--- config.mk ---
export PLATFORM = sky130hd
export DESIGN_NAME = mem_arbiter
export DESIGN_NICKNAME = d
export VERILOG_FILES = /design/src/rtl/mem_arbiter.sv
export SDC_FILE = /design/constraint.sdc
export NUM_CORES = 1
export LEC_CHECK = 0
export ABC_AREA = 1
export CORE_AREA = 5 5 123 125
export DETAILED_ROUTE_END_ITERATION = 8
export DIE_AREA = 0 0 128 130
export PLACE_DENSITY = 0.69
export SLEW_MARGIN = 10
export SYNTH_ARGS = -nofsm -noshare
export SYNTH_HDL_FRONTEND = slang
export SYNTH_SLANG_ARGS = --single-unit
--- constraint.sdc ---
create_clock -name clk -period 2.2 [get_ports clk]
set_input_delay 0.66 -clock clk [delete_from_list [all_inputs] [get_ports clk]]
set_output_delay 0.66 -clock clk [all_outputs]
set_load 0.005 [all_outputs]
--- src/rtl/mem_arbiter.sv ---
// mem_arbiter: two-master (CPU / DMA) arbiter in front of a single-port memory.
// Grants are decided in the same cycle as the request. Ownership, the DMA burst
// counter, read-valid flags and the stall counter are registered.
//
// Ports
//   clk, rst                          clock, synchronous active-high reset
//   c_req/c_we/c_addr/c_wdata/c_mode  CPU request (held until c_gnt)
//   c_gnt, c_rvalid, c_rdata          CPU grant, read valid, read data
//   d_req/d_we/d_addr/d_wdata/d_mode  DMA request (held until d_gnt)
//   d_lock                            DMA asks for burst ownership
//   d_gnt, d_rvalid, d_rdata          DMA grant, read valid, read data
//   m_en/m_we/m_addr/m_wdata/m_mode   memory access strobe and payload
//   m_rdata                           memory read data, one cycle after a read strobe
//   owner                             00 IDLE, 01 OWN_C, 10 OWN_D, 11 OWN_D_LOCK
//   stall_cnt                         saturating count of cycles with a waiting request
module mem_arbiter #(
    parameter int unsigned WIDTH     = 32,
    parameter int unsigned MAX_BURST = 8
) (
    input  logic             clk,
    input  logic             rst,

    input  logic             c_req,
    input  logic             c_we,
    input  logic [WIDTH-1:0] c_addr,
    input  logic [WIDTH-1:0] c_wdata,
    input  logic [2:0]       c_mode,
    output logic             c_gnt,
    output logic             c_rvalid,
    output logic [WIDTH-1:0] c_rdata,

    input  logic             d_req,
    input  logic             d_we,
    input  logic [WIDTH-1:0] d_addr,
    input  logic [WIDTH-1:0] d_wdata,
    input  logic [2:0]       d_mode,
    input  logic             d_lock,
    output logic             d_gnt,
    output logic             d_rvalid,
    output logic [WIDTH-1:0] d_rdata,

    output logic             m_en,
    output logic             m_we,
    output logic [WIDTH-1:0] m_addr,
    output logic [WIDTH-1:0] m_wdata,
    output logic [2:0]       m_mode,
    input  logic [WIDTH-1:0] m_rdata,

    output logic [1:0]       owner,
    output logic [15:0]      stall_cnt
);

    localparam int unsigned BURST_W = $clog2(MAX_BURST + 1);
    localparam logic [BURST_W-1:0] BURST_MAX = BURST_W'(MAX_BURST);

    typedef enum logic [1:0] {
        IDLE       = 2'b00,
        OWN_C      = 2'b01,
        OWN_D      = 2'b10,
        OWN_D_LOCK = 2'b11
    } owner_t;

    owner_t             state;
    logic               last_d;     // 1: DMA was granted most recently
    logic [BURST_W-1:0] burst;
    logic               gnt_c;
    logic               gnt_d;
    logic               stall_now;

    // Grant decision: contention resolved by forced CPU slot, then lock, then round robin
    always_comb begin
        gnt_c = 1'b0;
        gnt_d = 1'b0;
        if (!rst) begin
            if (c_req && d_req) begin
                if (burst == BURST_MAX) begin
                    gnt_c = 1'b1;
                end else if (state == OWN_D_LOCK && d_lock) begin
                    gnt_d = 1'b1;
                end else if (last_d) begin
                    gnt_c = 1'b1;
                end else begin
                    gnt_d = 1'b1;
                end
            end else begin
                gnt_c = c_req;
                gnt_d = d_req;
            end
        end
    end

    assign stall_now = (c_req & ~gnt_c) | (d_req & ~gnt_d);

    // Memory side mux; write enable is forced low when nobody is granted
    assign m_en    = gnt_c | gnt_d;
    assign m_we    = gnt_d ? d_we    : (gnt_c & c_we);
    assign m_addr  = gnt_d ? d_addr  : c_addr;
    assign m_wdata = gnt_d ? d_wdata : c_wdata;
    assign m_mode  = gnt_d ? d_mode  : c_mode;

    assign c_gnt   = gnt_c;
    assign d_gnt   = gnt_d;
    assign c_rdata = m_rdata;
    assign d_rdata = m_rdata;
    assign owner   = state;

    // Ownership, burst tracking, read-return tags and stall accounting
    always_ff @(posedge clk) begin
        if (rst) begin
            state     <= IDLE;
            last_d    <= 1'b1;
            burst     <= '0;
            c_rvalid  <= 1'b0;
            d_rvalid  <= 1'b0;
            stall_cnt <= '0;
        end else begin
            if (gnt_c) begin
                state <= OWN_C;
            end else if (gnt_d) begin
                state <= d_lock ? OWN_D_LOCK : OWN_D;
            end else begin
                state <= IDLE;
            end

            if (gnt_c || gnt_d) begin
                last_d <= gnt_d;
            end

            // Held at MAX_BURST by uncontended locked grants so a later CPU request still gets its slot
            if (gnt_d && d_lock) begin
                burst <= (burst == BURST_MAX) ? burst : burst + BURST_W'(1);
            end else begin
                burst <= '0;
            end

            c_rvalid <= gnt_c & ~c_we;
            d_rvalid <= gnt_d & ~d_we;

            if (stall_now && stall_cnt != 16'hFFFF) begin
                stall_cnt <= stall_cnt + 16'd1;
            end
        end
    end

endmodule

Word level (Yosys, flattened, before mapping) --
Index checks and enable logic that the tools add are counted. Widths: inputs -> output; s select.
Word-level totals: latch bits 0, ROM bits 0, bits in writable memories 0, register bits after elaboration 25, memories 0
Cells by class: magnitude comparators 0, shifts and indexed selects 0, add/subtract/negate cells 2, multiply operators 0, reductions and logical operators 7, multiplexer cells 17, equal/unequal tests 3, bitwise operators 12, div/mod/pow operators 0
Operators by type and width (count):
- $mux 32 | 2
- $add 16x1->16 const B | 1
- $ne 16x16->1 const B | 1
- $mux 1 | 14
- $and 1x1->1 | 5
- $not 1->1 | 5
- $add 4x1->4 const B | 1
- $eq 4x4->1 const B | 1
- $logic_and 1x1->1 | 4
- $mux 3 | 1
- $reduce_or 3->1 | 1
- $eq 2x2->1 const B | 1
- $or 1x1->1 | 2
- $reduce_or 2->1 | 1
- $logic_or 1x1->1 | 1

Depth between registers and ports, before layout --
word-level depth 10, mapped depth 11, gate-level depth less buffers 10

Least setup slack after synthesis --
Ideal clock, no wire load.
kind input to output, start in d_lock, end out m_we, path buffers 2, slack 0.089 ns, stages on the path 8, arrival 1.451 ns, cells stage by stage nand3_1 > nand2_1 > nand2_1 > nand3_1 > nand3_1 > buf_4 > buf_4 > a21oi_1
On the way: cells in the longest elaborated chain, start to end 7
Ends and longest elaborated chain:
- start, declared | line 37 | input logic d_lock,
- $logic_and 1x1->1 * | line 78 | end else if (state == OWN_D_LOCK && d_lock) begin
- $mux 1 | line 78
- $mux 1 | line 76 | if (burst == BURST_MAX) begin
- $mux 1 | line 75 | if (c_req && d_req) begin
- $mux 1 | line 74 | if (!rst) begin
- $and 1x1->1 | line 96 | assign m_we = gnt_d ? d_we : (gnt_c & c_we);
- $mux 1 * | line 96
- end, declared | line 43 | output logic m_we,
Every way passes the cells marked *; elsewhere a longest branch is shown, timed or not.

Worst setup path in the final report --
start reg burst[1], end out m_wdata[11]
On the way: cells in the longest elaborated chain, start to end 5
Ends and longest elaborated chain:
- start, declared | line 65 | logic [BURST_W-1:0] burst;
- start signal, assigned | line 131 | burst <= (burst == BURST_MAX) ? burst : burst + BURST_W'(1);
- $eq 4x4->1 | line 76
- $mux 1 | line 76
- $mux 1 | line 75
- $mux 1 | line 74
- $mux 32 | line 98 | assign m_wdata = gnt_d ? d_wdata : c_wdata;
- end, declared | line 45 | output logic [WIDTH-1:0] m_wdata,
Every way passes these cells.

==> run metrics <==
power per cell area=317 nW/um^2; Final Net Count=874; register clock-pin slew on the reported worst setup and hold paths=roughly 60 ps; number of max-slew violations in the final report=0; hold violation total from the final report=0; Root Driver=sky130_fd_sc_hd__clkbuf_16; DIE HEIGHT=130 microns; total DRC errors in the routed layout=0; global placer's final weighted congestion=0.813; post-synthesis sequential area ratio=18.4%; violated checks=setup timing; summed instance area of the synthesized netlist=2720 sq um; setup repair after global routing missed its margin=true; number of global-route vias before repair=around 3,700; Rel. slew slack=75.3%; sinks on the clock net=25; drt total wl=14,700 microns; Warnings, synthesis=0; die area=16,600 sq um; count of H-tree levels built during CTS=1; maximum number of pins on one net before global-route repair=14; average size of a mapped cell=5.77 sq um; max-cap check violation count=0; maximum vdd drop=0.260 mV; Final ANT Viol Nets=0; site row count=43; f_max=0.393 GHz; half-perimeter wire length of the detailed placement result=9880 microns; unique cell type count in the Yosys netlist=26; slew at the pin with the worst max-slew slack=about 370 ps; number of standard cells after synthesis=472; Overall Global Routing Usage=15.8%; Routed wire per std cell=16.8 microns; total core area=13,800 sq um; area growth from synthesis to layout=123%; proportion of layout cells with a drive suffix above 1=44.6%; Synthesized Nets=648; M3 GR Usage=4.05%; DIE WIDTH=128 microns; outcome=finished, violations left; Avg Vias per Cell=4.21; crit path time final=2540 ps; number of placed instances with taps included=823; Setup Crit Path Kind=reg2out; initial core utilization=19.8%; setup-violating endpoint count in the final report=70; post-layout total power=just under 0.002 W; post-route worst hold slack=510 ps; commonest cells after routing, fill and taps aside=sky130_fd_sc_hd__clkdlybuf4s50_1, sky130_fd_sc_hd__nand2_1, sky130_fd_sc_hd__nand2_2; setup ws final=-344 ps; Global Route met2 Usage=around 29%; diode insertion count for antenna repair=0; global routing's busiest layer=met2; synthesized flop and latch total=25; GR Overflow Total=0; crit path DAT=1880 ps; Final Util=44.1%; fill cell count=1,420; Tightest Hold Check Type=reg2reg; type of element launching the critical path=register; number of buffers on the longest clock path=2; Placement Setup Slack=-1070 ps; kind of end point of the critical path=output port; Worst Clk Skew=2.75 ps; maximum fanout along the worst path=6; commonest non-fill, non-tap cell in the layout=sky130_fd_sc_hd__clkdlybuf4s50_1; clock tree from TritonCTS=built; number of buffer cells added on primary ports=231; I/O pins=328; crit share post-route=116%; initial antenna violation count=0; clock latency reported for the late side of the worst-skew pair=260 ps; number of search-and-repair iterations in the first detailed-routing pass=4; met1 global-route usage=between 10% and 20%; global-route wire length before repair=20,300 microns; via count=around 3,700; leak pwr=2.80 nW; data required time of the critical path=1540 ps; number of standard cells in the final layout excluding fillers=877; first-iteration detailed-routing DRC count=143; number of buffers inserted during clock tree synthesis=3
final timing paths:
path | depth (start not counted) | slack, ps | end | startpoint
setup / recovery | 14 | -340 | m_wdata[11] | burst[1]$_SDFFE_PP0P_
hold / removal | 2 | 510 | stall_cnt[4]$_SDFFE_PP0P_ | stall_cnt[4]$_SDFFE_PP0P_
setup reg to reg | 14 | 330 | owner[0]$_SDFF_PP0_ | burst[1]$_SDFFE_PP0P_
hold reg to reg | 2 | 510 | stall_cnt[4]$_SDFFE_PP0P_ | stall_cnt[4]$_SDFFE_PP0P_
sequential cells by signal, summed over array words and instances (netlist names):
signal,flops
burst,4
c_rvalid,1
d_rvalid,1
last_d,1
owner,2
stall_cnt,16
power by group:
group	switching, W	leakage [nW]	internal (W)
Sequential	0.0000104	0.204	0.000464
Combinational	0.000410	2.56	0.000628
Clock	0.000168	0.0382	0.000248
Total	0.000588	2.80	0.00134
cell families (layout without fill, tap and decap cells):
| group | count (synthesis) | after routing | synth area share [%] |
|---|---|---|---|
| buffers and inverters | 102 | 327 | 25.2 |
| xor gates and xnor gates | 9 | 9 | 2.90 |
| adders and majority gates | 3 | 3 | 1.38 |
| AOI/OAI and AO/OA | 19 | 19 | 4.97 |
| DFF | 25 | 25 | 18.4 |
| and+or+nand+nor | 314 | 314 | 47.1 |
cell type report:
class,count,area [sq um],share of cell area (%)
timing repair buffer,304,3110,51.1
inverter,19,83.8,1.38
multi-input combinational,345,2080,34.2
sequential,25,503,8.28
tap,180,225,3.71
clock buffer,4,78.8,1.30
worst max-delay path: stages (launching register included):
cell,delay (ps)
sky130_fd_sc_hd__dfxtp_2,320
sky130_fd_sc_hd__inv_2,70
sky130_fd_sc_hd__ha_4,150
sky130_fd_sc_hd__nand3b_4,80
sky130_fd_sc_hd__nand2_2,80
sky130_fd_sc_hd__nand3_2,80
sky130_fd_sc_hd__nand3_4,90
sky130_fd_sc_hd__buf_12,130
sky130_fd_sc_hd__inv_12,40
sky130_fd_sc_hd__buf_12,130
sky130_fd_sc_hd__buf_16,130
sky130_fd_sc_hd__buf_6,120
sky130_fd_sc_hd__nand2_2,40
sky130_fd_sc_hd__nand2_1,50
sky130_fd_sc_hd__buf_2,120
synth_stat cells:
library cell               number  area share, %
sky130_fd_sc_hd__o21ai_0        2           0.37
sky130_fd_sc_hd__inv_2          2           0.28
sky130_fd_sc_hd__nor2_4         1           0.41
sky130_fd_sc_hd__xor2_1         6            1.9
sky130_fd_sc_hd__buf_2          6            1.1
sky130_fd_sc_hd__buf_4         73             20
sky130_fd_sc_hd__nand2_2        6            1.4
sky130_fd_sc_hd__nor2_2         5            1.1
sky130_fd_sc_hd__inv_1         17            2.3
sky130_fd_sc_hd__a21oi_2        7            2.3
sky130_fd_sc_hd__clkbuf_1       1           0.14
sky130_fd_sc_hd__o21ai_1        2           0.37
sky130_fd_sc_hd__nor2_1        20            2.8
sky130_fd_sc_hd__nand3b_4       1           0.74
sky130_fd_sc_hd__buf_6          3            1.2
sky130_fd_sc_hd__a21oi_1        7            1.3
sky130_fd_sc_hd__nand3_1       13            2.4
sky130_fd_sc_hd__nand3_2        3            1.1
sky130_fd_sc_hd__nand4_1        5            1.1
sky130_fd_sc_hd__nand2_1      258             36
sky130_fd_sc_hd__nand3b_1       1           0.28
sky130_fd_sc_hd__nor3_1         1           0.18
sky130_fd_sc_hd__ha_1           3            1.4
sky130_fd_sc_hd__xnor2_1        3           0.97
sky130_fd_sc_hd__o21bai_4       1           0.69
sky130_fd_sc_hd__dfxtp_1       25             18
per-stage QoR:
| stage | area [sq um] | TNS, ps |
|---|---|---|
| floorplan | 2720 | 0 |
| detailed placement | 4860 | -71620 |
| finish | 6070 | -16960 |
| CTS | 5990 | -25780 |
| global placement | 4860 | -72780 |
| global route | 6070 | -22210 |
per-layer routing:
layer | share of wire, % | wire [microns] | up-vias
met3 | 8.1 | 1190 | 44
met1 | 37 | 5430 | 1638
met5 | 0 | 0 | -
met2 | 51 | 7570 | 180
li1 | - | - | 1830
met4 | 3.5 | 508 | 0
timing repair:
action | CTS | global route
hold buffers | 0 | 0
endpoints found under the setup margin | 71 | 71
resized for setup | 422 | 133
pin swaps | 19 | 35
endpoints found under the hold margin | 0 | 0
cloned | 14 | 2
buffers inserted | 47 | 5
No activity file was read; power rests on OpenSTA's default activity.
